[config.mk]
export PLATFORM = sky130hd
export DESIGN_NAME = char_lane_demux_rotator
export DESIGN_NICKNAME = d
export VERILOG_FILES = /design/src/rtl/char_lane_demux_rotator.sv
export SDC_FILE = /design/constraint.sdc
export NUM_CORES = 1
export LEC_CHECK = 0
export ABC_AREA = 1
export CAP_MARGIN = 20
export CORE_MARGIN = 1.5
export CORE_UTILIZATION = 30
export DETAILED_ROUTE_END_ITERATION = 7
export SYNTH_ARGS = -nofsm -noshare
export SYNTH_HDL_FRONTEND = slang
export SYNTH_SLANG_ARGS = --single-unit
[constraint.sdc]
create_clock -name clk -period 1.41 [get_ports clk]
set_input_delay 0.282 -clock clk [delete_from_list [all_inputs] [get_ports clk]]
set_output_delay 0.282 -clock clk [all_outputs]
set_load 0.02 [all_outputs]
[src/rtl/char_lane_demux_rotator.sv]
// Loads 2-bit character codes into four display lanes, then scrolls them on a divided tick.
// Latency: an accepted code shows on lanes/lane_valid one cycle after acceptance.
// Backpressure: in_ready is high only while filling; codes presented during rotation are ignored.
module char_lane_demux_rotator #(
    parameter int TICK_DIV = 50_000_000,
    parameter int CNT_W    = $clog2(TICK_DIV + 1)
) (
    input  logic            clk,
    input  logic            rst_n,
    input  logic            in_valid,
    input  logic [1:0]      in_data,
    output logic            in_ready,
    input  logic            rotate_en,
    input  logic            reload,
    output logic [3:0][1:0] lanes,
    output logic [3:0]      lane_valid,
    output logic            frame_done
);

    typedef enum logic {
        FILL,
        ROTATE
    } state_t;

    localparam logic [CNT_W-1:0] TICK_LAST = CNT_W'(TICK_DIV - 1);

    state_t           state, state_nxt;
    logic [1:0]       wptr, wptr_nxt;
    logic [CNT_W-1:0] cnt, cnt_nxt;
    logic [3:0][1:0]  lanes_nxt;
    logic [3:0]       valid_nxt;
    logic             done_nxt;
    logic             accept;

    always_comb begin
        state_nxt = state;
        wptr_nxt  = wptr;
        cnt_nxt   = cnt;
        lanes_nxt = lanes;
        valid_nxt = lane_valid;
        done_nxt  = 1'b0;
        in_ready  = (state == FILL);
        accept    = in_valid && in_ready;

        // reload outranks any accept or rotation in the same cycle
        if (reload) begin
            state_nxt = FILL;
            wptr_nxt  = '0;
            cnt_nxt   = '0;
            lanes_nxt = {4{2'b11}};
            valid_nxt = '0;
        end else begin
            case (state)
                FILL: begin
                    if (accept) begin
                        lanes_nxt[wptr] = in_data;
                        valid_nxt[wptr] = 1'b1;
                        wptr_nxt        = wptr + 2'd1;
                        if (wptr == 2'd3) begin
                            state_nxt = ROTATE;
                            cnt_nxt   = '0;
                            done_nxt  = 1'b1;
                        end
                    end
                end
                ROTATE: begin
                    if (rotate_en) begin
                        if (cnt == TICK_LAST) begin
                            cnt_nxt   = '0;
                            // lane0 takes lane1's code; lane3 wraps around to lane0's
                            lanes_nxt = {lanes[0], lanes[3], lanes[2], lanes[1]};
                        end else begin
                            cnt_nxt = cnt + CNT_W'(1);
                        end
                    end
                end
                default: state_nxt = FILL;
            endcase
        end
    end

    always_ff @(posedge clk or negedge rst_n) begin
        if (!rst_n) begin
            state      <= FILL;
            wptr       <= '0;
            cnt        <= '0;
            lanes      <= {4{2'b11}};
            lane_valid <= '0;
            frame_done <= 1'b0;
        end else begin
            state      <= state_nxt;
            wptr       <= wptr_nxt;
            cnt        <= cnt_nxt;
            lanes      <= lanes_nxt;
            lane_valid <= valid_nxt;
            frame_done <= done_nxt;
        end
    end

endmodule

# Yosys cells after proc, flatten, opt, wreduce, memory -nomap -nowiden
# Index checks and enable logic that the tools add are counted.
# totals
wordCells	56
ram_bits	0
latch_bits	0
input_bits	7
rom_bits	0
ff_bits	42
memories	0
out_inout_bits	14
# classes
order_cmp	2
shifts	0
n_reduce_logical	6
eq_ne	7
bitwise_logic	2
n_mul	0
muxes	28
n_div	0
addsub	2
# op_table
operator	n
two-way mux 26 bit	5
case mux 26 bit (2 select lines)	1
two-way mux 8 bit	4
adder 26 x 1 -> 26 bit (second input constant)	1
equality test 26 bit (second input constant)	1
case mux 8 bit (2 select lines)	1
two-way mux 4 bit	3
bitwise mux 8 bit	1
two-way mux 2 bit	4
two-way mux 1 bit	7
!= test 3 x 1 -> 1 bit (second input constant)	2
AND reduction 3 bit	2
demux 2 bit (select 2 bit)	1
OR 4 bit	1
less-than comparator 2 x 3 -> 1 bit (second input constant)	1
!= test 3 x 2 -> 1 bit (second input constant)	1
!= test 3 bit (second input constant)	1
adder 2 x 1 -> 2 bit (second input constant)	1
demux 1 bit (select 2 bit)	1
equality test 2 bit (second input constant)	1
>= comparator 2 x 1 -> 1 bit (second input constant)	1
logical AND 1 bit	2
!= test 2 bit (second input constant)	1
AND reduction 2 bit	1
other kinds (2)	2

# Depth between registers and ports, before layout
# depth
ltp_word	8
mapped_depth	11
ltp_nobuf	11

# Worst setup path before layout
# Ideal clock, no wire load.
# synth_timing
path_kind	flip-flop to flip-flop
startpoint	reg cnt[1]
endpoint	reg cnt[15]
required_time_ns	1.294
path_buffers	1
path_slack_ns	-0.022
path_stages_with_launch	12
arrival_ns	1.316
period_less_slack_ns	1.432
setup_ns	0.116
cell_sequence	dfrtp_1 ha_1 inv_1 nor2_2 nand3_1 nor2_2 nand2_2 nand2_4 nand2_4 buf_6 nand2_1 nor2_1
# synth_between
elab_chain_cells	5
word_cells_on_any_way	6
classes_between	1 x add/sub; 1 x eq/ne; 4 x mux
# synth_rtl
element	line	source
start, declared	29	logic [CNT_W-1:0] cnt, cnt_nxt;
start signal, assigned	93	cnt <= cnt_nxt;
adder 26 x 1 -> 26 bit / equality test 26 bit (equally long branches)	73, 68	
two-way mux 26 bit *	68	if (cnt == TICK_LAST) begin
two-way mux 26 bit *	67	if (rotate_en) begin
case mux 26 bit (2 select lines) *	53	case (state)
two-way mux 26 bit *	46	if (reload) begin
# Every way passes the cells marked *; elsewhere a longest branch is shown, timed or not. The select of a mux whose other input is x is not followed.
# A chain may end at the register's enable or synchronous reset.

# Final worst setup path
# layout_timing
startpoint	reg cnt[2]
endpoint	reg lanes[3] in the netlist's numbering
# layout_between
elab_chain_cells	3
# layout_rtl
element	line	source
equality test 26 bit	68	
!= test 3 x 2 -> 1 bit (no line)	--	
AND reduction 3 bit (no line)	--	
end signal, assigned	87	lanes <= {4{2'b11}};
end signal, assigned	94	lanes <= lanes_nxt;
end, declared	15	output logic [3:0][1:0] lanes,
# Every way passes these cells.

==> Flow_metrics.wiki <==
{| class="wikitable"
! Metric !! Value
|-
| Final setup fails || 31
|-
| Top cells by area, synth || sky130_fd_sc_hd__dfrtp_1 (33%), sky130_fd_sc_hd__nand2_1 (14%), sky130_fd_sc_hd__dfstp_2 (8.1%)
|-
| Num rows || 33
|-
| Multi-input combinational cell area || 1630 µm²
|-
| PnR Total Power || 0.00290 W
|-
| Depth of the worst register-to-register path || 10
|-
| Clock latency reported for the late side of the worst-skew pair || 300 ps
|-
| Effective utilization at floorplan || 0.313
|-
| DIE WIDTH || 96.0 µm
|-
| Total wirelength of the detailed-routed design || 7.37 mm
|-
| Iter 0 DRT Violations || 110
|-
| Mean post-synth cell area || 7.35 µm²
|-
| Number of distinct standard cells referenced by the synthesized netlist || 32
|-
| Most common cell after layout, fill and taps aside || sky130_fd_sc_hd__nand2_1
|-
| Area after DPL || 3400 µm²
|-
| Maximum frequency from static timing analysis || 653 MHz
|-
| Post-DP HPWL || 4.98 mm
|-
| Count of nets after finishing || 463
|-
| Post-synthesis net count || 365
|-
| Routed via count divided by cell count || 4.73
|-
| DRC || 0
|-
| Number of global-route vias before repair || 2623
|-
| Setup repair after global routing missed its margin || true
|-
| Routability cong. || 0.864
|-
| Top library cells by usage in the layout, fill and taps aside || sky130_fd_sc_hd__nand2_1 (84), sky130_fd_sc_hd__buf_4 (65), sky130_fd_sc_hd__nor2_1 (40)
|-
| All-Layer GR Usage || 0.170
|-
| Boundary Pins || 21
|-
| Dominant combinational cell family by area after synthesis || simple AND/OR/NAND/NOR gates
|-
| Count of yosys warnings during synthesis || 0
|-
| Outcome || finished, violations left
|-
| Number of buffers on the longest clock path || 2
|-
| Power per unit of standard cell area || 745 nW/µm²
|-
| Worst stage delay on the critical path || 450 ps
|-
| Setup Crit Path Kind || reg -> reg
|-
| Post-synthesis share of cell area spent on xor and xnor gates || 0.0135
|-
| Post-route clock skew || 4.71 ps
|-
| Most frequent cell on the critical path || sky130_fd_sc_hd__nand2_1
|-
| Kind of cell adding the most delay to the critical path || simple AND/OR/NAND/NOR gates
|-
| Area share of the largest cell type after synthesis || 0.328
|-
| Violated checks || setup timing
|-
| Layout overhead on the synthesized area || 50.0%
|-
| Wire length of the first global-routing pass || 12.0 mm
|-
| CTS root buf || sky130_fd_sc_hd__clkbuf_8
|-
| Fraction of final layout cells sized beyond drive strength 1 || 0.418
|-
| Total standard cell area after synthesis || 2590 µm²
|-
| Leakage power of the design || 1.82 nW
|-
| Data required time of the critical path || 1650 ps
|-
| Vias || 2632
|-
| Sequential cell area || 1060 µm²
|-
| Synth Area in Simple Gates || 0.382
|-
| Fraction of the mapped netlist area in compound gates || 0.0800
|-
| Post-route design area || 3890 µm²
|-
| TritonCTS clock tree || done
|-
| Core footprint || 8300 µm²
|-
| Hold Fails Final Rpt || 0
|-
| Die footprint || 9220 µm²
|-
| Y dimension of the die || 96.0 µm
|-
| Port buffer count || 20
|-
| Number of antenna violations at the first check in global routing || 0
|-
| Final antenna diode count || 0
|-
| Largest voltage drop on the vdd net || 656 µV
|-
| Final-layout fill cell count || 783
|-
| Number of max-capacitance violations reported || 0
|-
| Final global-route overflow total || 0
|-
| #FFs+latches synth || 42
|-
| Worst slew pin tran || 402 ps
|-
| Highest net fanout along the worst path || 5
|-
| Setup WS post-layout || -120 ps
|-
| Number of clock sinks seen by CTS || 42
|-
| Adder-cell area share of the yosys netlist || 0.0241
|-
| Register clock-pin slew on the reported worst setup and hold paths || 90 ps
|-
| Antenna viol nets, final || 0
|-
| Final count of pins violating max slew || 0
|-
| WP depth || 10
|-
| Pin count of the biggest net entering global routing || 32
|-
| Total CTS buffers || 5
|-
| Most area-hungry cell type in the Yosys netlist || sky130_fd_sc_hd__dfrtp_1
|-
| Startpoint kind of the worst setup timing path || flop
|-
| Worst setup EP type || flop
|-
| WL per Instance || 13.2 µm
|-
| Portion of the post-synthesis area used by sequential elements || 0.409
|-
| Final period demand of the worst path || 1530 ps
|-
| Slowest stage cell, crit path || sky130_fd_sc_hd__dfrtp_1
|-
| Critical path, cell by cell || nand2_1, nor2_4, nand3_2, nor2_4, nand2_4, nand2_8, buf_6, nand3_2, nand2_1, nand2_1
|-
| Data arrival at the endpoint of the critical path || 1770 ps
|-
| Number of instances in the synthesized netlist || 353
|-
| Fraction of the cycle the final worst path needs || 1.09
|-
| Level count of the clock H-tree || 2
|-
| Multiplexer share of the synthesized area || 0
|-
| Headroom to the max-slew limit || 0.730
|-
| Total buffers and inverters traversed by the critical path || 1
|-
| 1st-pass router iterations || 4
|-
| Class of the worst hold path || in -> async
|}
==> layer usage <==
metal / GRT usage / wire (µm) / vias to the layer above
li1: - / - / 1317
met1: 0.216 / 3340 / 1251
met2: 0.284 / 3590 / 49
met3: 0.0300 / 272 / 15
met4: 0.0674 / 174 / 0
met5: 0 / 0 / -
==> logic make-up after synthesis <==
kind of cell               Yosys count
AOI/OAI and AO/OA                   34
xor gates and xnor gates             4
adders and majority gates            5
buffers and inverters               52
DFF                                 42
and+or+nand+nor                    216
==> cell type report <==
class | count | area share
timing repair inverter | 1 | 0.00161
sequential | 42 | 0.273
multi-input combinational | 261 | 0.419
timing repair buffer | 96 | 0.203
tap | 105 | 0.0338
inverter | 44 | 0.0450
clock inverter | 2 | 0.00321
clock buffer | 6 | 0.0212
==> cell usage after synthesis <==
cell,number
sky130_fd_sc_hd__nor3_1,6
sky130_fd_sc_hd__dfstp_2,8
sky130_fd_sc_hd__a31oi_1,1
sky130_fd_sc_hd__buf_2,1
sky130_fd_sc_hd__inv_1,39
sky130_fd_sc_hd__nand3_1,20
sky130_fd_sc_hd__a211oi_1,1
sky130_fd_sc_hd__ha_1,5
sky130_fd_sc_hd__clkinv_1,1
sky130_fd_sc_hd__o21ai_2,4
sky130_fd_sc_hd__nor2_4,1
sky130_fd_sc_hd__nand2_1,96
sky130_fd_sc_hd__nor3_2,1
sky130_fd_sc_hd__a21oi_4,1
sky130_fd_sc_hd__inv_2,4
sky130_fd_sc_hd__or2_2,2
sky130_fd_sc_hd__o21ai_1,1
sky130_fd_sc_hd__nand3_2,5
sky130_fd_sc_hd__buf_6,4
sky130_fd_sc_hd__nand4_1,17
sky130_fd_sc_hd__nor2_1,54
sky130_fd_sc_hd__nand2_2,1
sky130_fd_sc_hd__o21ai_0,11
sky130_fd_sc_hd__a21oi_1,12
sky130_fd_sc_hd__o21bai_1,2
sky130_fd_sc_hd__dfrtp_1,34
sky130_fd_sc_hd__nand2_4,4
sky130_fd_sc_hd__buf_4,3
sky130_fd_sc_hd__nor2_2,9
sky130_fd_sc_hd__o21a_1,1
sky130_fd_sc_hd__xor2_1,1
sky130_fd_sc_hd__xnor2_1,3
==> path summary, 6_finish.rpt <==
check | slack (ps) | to | from
hold reg to reg | 500 | lane_valid[3]$_DFFE_PN0P_ | lane_valid[3]$_DFFE_PN0P_
min in group clk | 500 | lane_valid[3]$_DFFE_PN0P_ | lane_valid[3]$_DFFE_PN0P_
setup / recovery | -120 | lanes[3]$_DFFE_PN1P_ | cnt[2]$_DFFE_PN0P_
hold / removal | 410 | cnt[14]$_DFFE_PN0P_ | rst_n
max in group asynchronous | 460 | lanes[1]$_DFFE_PN1P_ | rst_n
setup reg to reg | -120 | lanes[3]$_DFFE_PN1P_ | cnt[2]$_DFFE_PN0P_
==> flip-flops by register name, indices dropped and copies added (netlist names) <==
register,count
lane_valid,4
wptr,2
lanes,8
frame_done,1
state,1
cnt,26
==> power by group <==
part	total [W]	leakage [nW]	switching, W	internal [W]
combinational	0.000716	1.22	0.000396	0.000320
sequential	0.00134	0.552	0.0000395	0.00130
clock	0.000848	0.0472	0.000454	0.000394
total	0.00290	1.82	0.000889	0.00201
==> repair_timing <==
| item | 4_1_cts | 5_1_grt |
|---|---|---|
| setup buffers | 2 | 4 |
| endpoints found under the setup margin | 47 | 40 |
| resized for setup | 82 | 55 |
| cloned | 4 | 0 |
| pin swaps | 13 | 13 |
| endpoints found under the hold margin | 11 | 0 |
| hold buffers | 1 | 0 |
==> metrics by stage <==
step / hold slack [ps] / utilization / TNS, ps / setup slack (ps) / instances
after floorplan: -13.6 / - / -5.25 / -5.25 / 353
after global placement: 199 / 0.410 / -10390 / -389 / 538
after detailed placement: 205 / 0.410 / -11210 / -415 / 538
after CTS: 411 / 0.449 / -2300 / -117 / 553
after global routing: 428 / 0.469 / -4170 / -185 / 557
final: 407 / 0.469 / -1700 / -120 / 557
Note: power is estimated with default switching activity, not from simulation.
